===== config.mk =====
export PLATFORM = sky130hd
export DESIGN_NAME = imem_loader
export DESIGN_NICKNAME = d
export VERILOG_FILES = /design/src/rtl/imem_loader_pkg.sv /design/src/rtl/imem_loader_word_pack.sv /design/src/rtl/imem_loader.sv
export SDC_FILE = /design/constraint.sdc
export NUM_CORES = 1
export LEC_CHECK = 0
export CAP_MARGIN = 20
export CORE_ASPECT_RATIO = 1.25
export CORE_MARGIN = 4
export CORE_UTILIZATION = 58
export CTS_CLUSTER_SIZE = 28
export DETAILED_ROUTE_END_ITERATION = 16
export PLACE_DENSITY = 0.87
export SLEW_MARGIN = 20
export SYNTH_ARGS = -nofsm -noshare
export SYNTH_HDL_FRONTEND = slang
export SYNTH_HIERARCHICAL = 1
export SYNTH_SLANG_ARGS = --single-unit

===== constraint.sdc =====
create_clock -name clk -period 4.84 [get_ports clk]
set_clock_uncertainty 0.1 [all_clocks]
set_input_delay 0.968 -clock clk [delete_from_list [all_inputs] [get_ports clk]]
set_output_delay 0.968 -clock clk [all_outputs]
set_load 0.1 [all_outputs]

===== src/rtl/imem_loader_pkg.sv =====
// imem_loader_pkg: shared types and constants for the serial instruction-memory loader.
// Holds the loader state enum, the frame sync byte and the frame-field widths.
// Build option: IMEM_LOADER_CHECKSUM_EN adds the CSUM state (checksum byte at frame end).
package imem_loader_pkg;

    localparam int unsigned BYTE_W = 8;
    localparam int unsigned CNT_W  = 16;
    localparam int unsigned WORD_W = 32;
    localparam int unsigned ADDR_W = 32;

    localparam logic [BYTE_W-1:0] SYNC_BYTE = 8'hA5;

    typedef enum logic [2:0] {
        S_IDLE,
        S_CNT_LO,
        S_CNT_HI,
        S_DATA,
`ifdef IMEM_LOADER_CHECKSUM_EN
        S_CSUM,
`endif
        S_DONE,
        S_ERR
    } state_e;

endpackage


===== src/rtl/imem_loader_word_pack.sv =====
// loader_word_pack: assembles four consecutive bytes into a little-endian 32-bit word.
// Ports:
//   clk, reset      clock, async active-low reset
//   clear_i         hold the byte counter at zero (outside the payload phase)
//   byte_en_i       byte_i is consumed this cycle
//   byte_i          incoming payload byte
//   word_o_c        assembled word, valid together with full_o_c
//   full_o_c        the byte consumed this cycle completes a word
module loader_word_pack
    import imem_loader_pkg::*;
(
    input  logic              clk,
    input  logic              reset,
    input  logic              clear_i,
    input  logic              byte_en_i,
    input  logic [BYTE_W-1:0] byte_i,
    output logic [WORD_W-1:0] word_o_c,
    output logic              full_o_c
);

    logic [1:0]  cnt_q;
    logic [23:0] data_q;

    // Bytes shift in from the top so the first byte ends up in bits 7:0.
    always_ff @(posedge clk or negedge reset) begin
        if (!reset) begin
            cnt_q  <= 2'd0;
            data_q <= 24'd0;
        end else if (clear_i) begin
            cnt_q  <= 2'd0;
        end else if (byte_en_i) begin
            cnt_q  <= cnt_q + 2'd1;
            data_q <= {byte_i, data_q[23:8]};
        end
    end

    assign word_o_c = {byte_i, data_q};
    assign full_o_c = byte_en_i && (cnt_q == 2'd3);

endmodule


===== src/rtl/imem_loader.sv =====
// imem_loader: receives a framed byte stream and writes it into instruction memory,
// holding the CPU in reset until a complete, valid image has been loaded.
// Frame: A5, count_lo, count_hi, 4*N payload bytes [, checksum byte].
// Ports:
//   clk, reset                    clock, async active-low reset
//   rx_data, rx_valid, rx_ready   byte stream handshake
//   im_we, im_addr, im_wdata      instruction-memory write port (one-cycle strobe per word)
//   cpu_hold, done, error         load status
// Build option: IMEM_LOADER_CHECKSUM_EN enables the trailing checksum byte and its check.
module imem_loader
    import imem_loader_pkg::*;
#(
    parameter int unsigned       IMEM_DEPTH_WORDS = 1024,
    parameter logic [ADDR_W-1:0] BASE_ADDR        = 32'h0000_0000
) (
    input  logic              clk,
    input  logic              reset,
    input  logic [BYTE_W-1:0] rx_data,
    input  logic              rx_valid,
    output logic              rx_ready,
    output logic              im_we,
    output logic [ADDR_W-1:0] im_addr,
    output logic [WORD_W-1:0] im_wdata,
    output logic              cpu_hold,
    output logic              done,
    output logic              error
);

    localparam int unsigned IDX_W = (IMEM_DEPTH_WORDS > 1) ? $clog2(IMEM_DEPTH_WORDS) : 1;

`ifdef IMEM_LOADER_CHECKSUM_EN
    localparam state_e S_END = S_CSUM;
`else
    localparam state_e S_END = S_DONE;
`endif

    state_e             state_q, state_d;
    logic [CNT_W-1:0]   cnt_q, cnt_d;
    logic [IDX_W-1:0]   idx_q, idx_d;
    logic               rx_ready_q;
    logic               im_we_q, im_we_d;
    logic [ADDR_W-1:0]  im_addr_q, im_addr_d;
    logic [WORD_W-1:0]  im_wdata_q, im_wdata_d;
    logic               cpu_hold_q, cpu_hold_d;
    logic               done_q, done_d;
    logic               error_q, error_d;
`ifdef IMEM_LOADER_CHECKSUM_EN
    logic [BYTE_W-1:0]  csum_q, csum_d;
`endif

    logic               hs_c;
    logic [CNT_W-1:0]   n_c;
    logic               last_word_c;
    logic [WORD_W-1:0]  word_c;
    logic               word_full_c;

    assign hs_c        = rx_valid && rx_ready_q;
    assign n_c         = {rx_data, cnt_q[BYTE_W-1:0]};
    assign last_word_c = (32'(idx_q) == (32'(cnt_q) - 32'd1));

    loader_word_pack u_word_pack (
        .clk       (clk),
        .reset     (reset),
        .clear_i   (state_q != S_DATA),
        .byte_en_i (hs_c && (state_q == S_DATA)),
        .byte_i    (rx_data),
        .word_o_c  (word_c),
        .full_o_c  (word_full_c)
    );

    // Next-state and registered-output logic.
    always_comb begin
        state_d    = state_q;
        cnt_d      = cnt_q;
        idx_d      = idx_q;
        im_we_d    = 1'b0;
        im_addr_d  = im_addr_q;
        im_wdata_d = im_wdata_q;
`ifdef IMEM_LOADER_CHECKSUM_EN
        csum_d     = csum_q;
`endif
        if (hs_c) begin
            case (state_q)
                S_IDLE, S_DONE, S_ERR: begin
                    if (rx_data == SYNC_BYTE) begin
                        state_d = S_CNT_LO;
                        idx_d   = '0;
`ifdef IMEM_LOADER_CHECKSUM_EN
                        csum_d  = '0;
`endif
                    end
                end
                S_CNT_LO: begin
                    cnt_d   = CNT_W'(rx_data);
                    state_d = S_CNT_HI;
                end
                S_CNT_HI: begin
                    cnt_d = n_c;
                    if (n_c == '0) begin
                        state_d = S_END;
                    end else if (32'(n_c) > IMEM_DEPTH_WORDS) begin
                        state_d = S_ERR;
                    end else begin
                        state_d = S_DATA;
                        idx_d   = '0;
                    end
                end
                S_DATA: begin
`ifdef IMEM_LOADER_CHECKSUM_EN
                    csum_d = csum_q + rx_data;
`endif
                    if (word_full_c) begin
                        im_we_d    = 1'b1;
                        im_addr_d  = BASE_ADDR + (32'(idx_q) << 2);
                        im_wdata_d = word_c;
                        // Index stays on the last word so it never reaches the depth.
                        if (last_word_c) begin
                            state_d = S_END;
                        end else begin
                            idx_d = idx_q + IDX_W'(1);
                        end
                    end
                end
`ifdef IMEM_LOADER_CHECKSUM_EN
                S_CSUM: begin
                    state_d = (rx_data == csum_q) ? S_DONE : S_ERR;
                end
`endif
                default: state_d = S_IDLE;
            endcase
        end
        // Status flags track the state they will accompany.
        cpu_hold_d = (state_d != S_DONE);
        done_d     = (state_d == S_DONE);
        error_d    = (state_d == S_ERR);
    end

    // State and output registers.
    always_ff @(posedge clk or negedge reset) begin
        if (!reset) begin
            state_q    <= S_IDLE;
            cnt_q      <= '0;
            idx_q      <= '0;
            rx_ready_q <= 1'b0;
            im_we_q    <= 1'b0;
            im_addr_q  <= BASE_ADDR;
            im_wdata_q <= '0;
            cpu_hold_q <= 1'b1;
            done_q     <= 1'b0;
            error_q    <= 1'b0;
`ifdef IMEM_LOADER_CHECKSUM_EN
            csum_q     <= '0;
`endif
        end else begin
            state_q    <= state_d;
            cnt_q      <= cnt_d;
            idx_q      <= idx_d;
            rx_ready_q <= 1'b1;
            im_we_q    <= im_we_d;
            im_addr_q  <= im_addr_d;
            im_wdata_q <= im_wdata_d;
            cpu_hold_q <= cpu_hold_d;
            done_q     <= done_d;
            error_q    <= error_d;
`ifdef IMEM_LOADER_CHECKSUM_EN
            csum_q     <= csum_d;
`endif
        end
    end

    assign rx_ready = rx_ready_q;
    assign im_we    = im_we_q;
    assign im_addr  = im_addr_q;
    assign im_wdata = im_wdata_q;
    assign cpu_hold = cpu_hold_q;
    assign done     = done_q;
    assign error    = error_q;

endmodule


[After elaboration in Yosys (flattened, before gate mapping)]
Index checks and enable logic that the tools add are counted.
Widths: inputs -> output; s select.
Storage, ports and cells
  word-level logic and storage cells: 69
  memory bits (read-only): 0
  input bits: 11
  RAM bits: 0
  memories kept: 0
  bits in latches: 0
  bits in registers: 102
Cells by class
  order comparisons: 1
  equality and inequality tests: 17
  shift-type cells: 0
  reductions and logical operators: 14
  divide/modulo/power cells: 0
  multiply operators: 0
  bitwise logic cells: 2
  add/subtract/negate cells: 3
  muxes and demuxes: 19
Operator list (count)
  $mux 10: 5
  $eq 10x32->1: 1
  $pmux 16 s2: 1
  $pmux 10 s3: 1
  $mux 3: 6
  $sub 16x1->17 const B: 1
  $gt 16x11->1 const B: 1
  $logic_not 16->1: 1
  $eq 3x3->1 const B: 4
  $pmux 3 s4: 1
  $add 10x1->10 const B: 1
  $eq 8x8->1 const B: 1
  $ne 2x2->1 const B: 4
  $reduce_and 7->1: 1
  $eq 3x2->1 const B: 2
  $reduce_and 3->1: 2
  $mux 2: 2
  $reduce_and 2->1: 2
  $reduce_bool 2->1: 2
  $eq 3x1->1 const B: 1
  $logic_and 1x1->1: 3
  $logic_not 3->1: 1
  $mux 1: 3
  $ne 3x2->1 const B: 1
  other kinds (7): 8

[Longest topological paths before layout]
  depth after elaboration: 7
  gate-level depth with buffers: 13
  gate-level depth less buffers: 12

[Cells and area by module]
The synthesis kept the hierarchy.
By module, submodules not included
  imem_loader: sequential area each 1903.1 µm², area each 3885.0 µm², times used 1, cells each 444
  loader_word_pack: sequential area each 650.6 µm², area each 1167.4 µm², times used 1, cells each 68

[Least setup slack after synthesis]
OpenSTA, ideal clock, no wires.
  path kind: flip-flop to flip-flop
  start: register state_q[1]
  end: register idx_q[3]
  cell stages (with the launch flop): 13
  arrival: 2821 ps
  path buffers: 1
  library setup time: 140 ps
  setup slack: 1780 ps
  data required time: 4600 ps
  cell sequence: dfrtp_1 inv_1 nor3_1 inv_1 nor2_1 and2_2 nand2_1 a22oi_1 inv_1 a311o_1 clkbuf_1 o311ai_0 o41ai_1
On the way
  word-level cells in the longest chain between the ends: 5
RTL lines
  start, declared: line imem_loader.sv:37  | state_e state_q, state_d;
  start signal, assigned: line imem_loader.sv:155  | state_q <= state_d;
  $eq 3x2->1: line imem_loader.sv:65  | .byte_en_i (hs_c && (state_q == S_DATA)),
  $logic_and 1x1->1: line imem_loader.sv:65
  $logic_and 1x1->1: line imem_loader_word_pack.sv:38  | assign full_o_c = byte_en_i && (cnt_q == 2'd3);
  via word_full_c: line imem_loader.sv:55  | logic word_full_c;
  $ne 2x1->1 (no line)
  $reduce_and 7->1 (no line)
  end signal, assigned: line imem_loader.sv:157  | idx_q <= idx_d;
  end, declared: line imem_loader.sv:39  | logic [IDX_W-1:0] idx_q, idx_d;
The timed path passes the listed nets, and every way through them passes these cells.
A chain may end at the register's enable or synchronous reset.

==> flow_summary.json <==
{
  "dieArea_um2": 10300,
  "cp.required_ns": 5.04,
  "wl_per_cell_um": 16.3,
  "tightest_slew_ns": 0.985,
  "internal_power_mw": 1.47,
  "cp-start-kind": "register",
  "grt_max_degree": 65,
  "switching_share": 0.378,
  "fin_util": 0.683,
  "combPwrFrac": 0.288,
  "vias": 3767,
  "core.rowCount": 37,
  "drc": 0,
  "cts.repair.resized": 0,
  "outcome": "complete, no violations",
  "grt-ovfl-total": 0,
  "synth_common_cells": "nand2_1 (153), dfrtp_1 (101), buf_4 (31), mux2_4 (20), clkbuf_1 (17)",
  "avgSynthCellArea_um2": 9.87,
  "ant_nets": 0,
  "yosysMostFrequentCell": "nand2_1",
  "async_reset_ff_frac": 1.00,
  "cts_buffers": 9,
  "clkSinkCount": 102,
  "p_leak_nw": 2.73,
  "ctsHtreeMaxLevel": 3,
  "synth_area_um2": 5050,
  "start_util": 0.603,
  "maxSlewHeadroom": 0.341,
  "placed_area_um2": 5510,
  "first_iter_violations": 372,
  "power_switching_mw": 0.893,
  "ys_top_cells_by_area": "dfrtp_1 (50%), nand2_1 (11%), mux2_4 (5.9%)",
  "finalNetCount": 563,
  "die_w_um": 91.5,
  "boundaryPins": 80,
  "synth-seq-area-share": 0.505,
  "area_growth_pct": 13.2,
  "layout-drive-gt1-share": 0.105,
  "diodes": 0,
  "hold_buffers": 0,
  "rsz0062_at_grt": "false",
  "synth_edf_count": 0,
  "end_kind": "register",
  "powerDensity_nw_per_um2": 412,
  "clkPwrFrac": 0.238,
  "power_frac_seq": 0.474,
  "antenna_found_initial": 0,
  "grt_pass1_vias": 3692,
  "setup-tns-final_ns": 0,
  "ir_worst_vdd_v": 0.000363,
  "clk_pin_slew_ns": 0.10,
  "setup_viol": 0,
  "hold_viol_final": 0,
  "core-area_um2": 8380,
  "clock_latency_ns": 0.38,
  "hpwl_um": 7720,
  "fin_area_um2": 5720,
  "hold_depth": 2,
  "worstPathArrival_ns": 3.80,
  "fin_crit_sh": 0.745,
  "yosys_warnings": 6,
  "path_max_fanout": 15,
  "synthCells": 512,
  "viasPerCell": 5.61,
  "synth_top_cell_by_area": "dfrtp_1",
  "fmax_ghz": 0.277,
  "gp_congestion": 0.906,
  "synthDominantCellAreaShare": 0.500,
  "min_period_ns": 3.61,
  "p_total_mw": 2.36,
  "synthFlopType": "dfrtp_1",
  "grt_pass1_wl_um": 18100,
  "crit_type": "register to register",
  "wl_um": 11000,
  "cts_tree": "built",
  "cts_setup_buffers": 0,
  "root_buffer": "clkbuf_8",
  "grtUsageTotal": 0.221,
  "yosysUniqueCellTypes": 62,
  "dp_cells": 655,
  "synth_seq_cells": 102,
  "drv_cap": 0,
  "maxSlewViolCount": 0,
  "hold_class": "register to register",
  "port_buffers": 57,
  "drtPass1Iterations": 7,
  "n_fill_cell": 642,
  "die_y_um": 112,
  "final_cell_count_no_fill": 671,
  "clockBufferDepth": 2,
  "ff2ff_path_depth": 9
}
placed cells by master (no fill, tap or decap), types with 7 or more instances in the layout:
master	Yosys	layout
a22o_1	8	8
inv_1	13	13
clkbuf_8	0	9
nor3_1	9	9
mux2_4	20	20
nor2_1	11	11
nand2_1	153	153
nand3_1	8	7
clkdlybuf4s50_1	0	56
dfrtp_1	101	101
conb_1	2	23
a21oi_1	9	9
o21ai_0	15	15
layer usage:
| metal | up-vias | share of wire | track usage |
|---|---|---|---|
| li1 | 1758 | - | - |
| met5 | - | 0 | 0 |
| met4 | 0 | 0.024 | 0.109 |
| met2 | 138 | 0.50 | 0.363 |
| met3 | 20 | 0.054 | 0.0255 |
| met1 | 1851 | 0.42 | 0.291 |
stage by stage:
stage,worst slack [ns],hold WS (ns)
final,1.23,0.375
after global routing,0.940,0.410
after CTS,1.26,0.384
after detailed placement,0.984,0.359
after global placement,1.09,0.359
after floorplan,1.78,0.339
flip-flops by register name, summed over array words and instances (netlist names):
signal	flops
im_wdata	32
u_word_pack/data_q	24
cnt_q	16
idx_q	10
im_addr	10
state_q	3
u_word_pack/cnt_q	2
cpu_hold	1
done	1
error	1
im_we	1
rx_ready	1
power groups by stage:
stage | registers, mW | logic [mW] | clock network (mW)
final | 1.12 | 0.680 | 0.562
after global routing | 1.14 | 0.740 | 0.609
after CTS | 1.11 | 0.679 | 0.578
after detailed placement | 1.13 | 0.674 | 0
after global placement | 1.12 | 0.663 | 0
after floorplan | 1.10 | 0.573 | 0
worst max-delay path, cell delays in order, from the launching register on:
cell and delay, ns:
dfrtp_1 0.47, inv_1 0.09, ha_1 0.27, nor3b_1 0.54
nand4b_1 0.14, and3_1 0.23, or3_1 0.35, nor4_4 0.71
a31oi_2 0.25, or3_1 0.38
cell type report:
type / count / area (um^2) / area share
Clock buffer: 9 / 124 / 0.0216
Clock inverter: 7 / 92.6 / 0.0162
Inverter: 14 / 52.6 / 0.00918
Multi-Input combinational cell: 361 / 2150 / 0.377
Sequential cell: 102 / 2550 / 0.446
Tap cell: 117 / 146 / 0.0256
Timing Repair Buffer: 61 / 598 / 0.105
logic make-up (layout without fill, tap and decap cells):
group                      after synthesis  in the layout  share of synthesized area
and+or+nand+nor                        228            228                      0.210
buffers and inverters                   70             91                     0.0847
other                                    2             23                    0.00149
muxes                                   29             29                     0.0783
AOI/OAI and AO/OA                       67             67                     0.0936
xor gates and xnor gates                11             11                     0.0191
adders and majority gates                3              3                    0.00743
DFF                                    102            102                      0.505
worst paths after layout:
| kind | to | slack [ns] | startpoint |
|---|---|---|---|
| min in group asynchronous | idx_q[4] | 0.57 | reset |
| min reg2reg | im_wdata[0] | 0.38 | u_word_pack/data_q[0] |
| min | im_wdata[0] | 0.38 | u_word_pack/data_q[0] |
| max reg2reg | cpu_hold | 1.23 | cnt_q[0] |
| max | cpu_hold | 1.23 | cnt_q[0] |
| max in group asynchronous | cnt_q[13] | 3.09 | reset |
No activity file was read; power rests on OpenSTA's default activity.
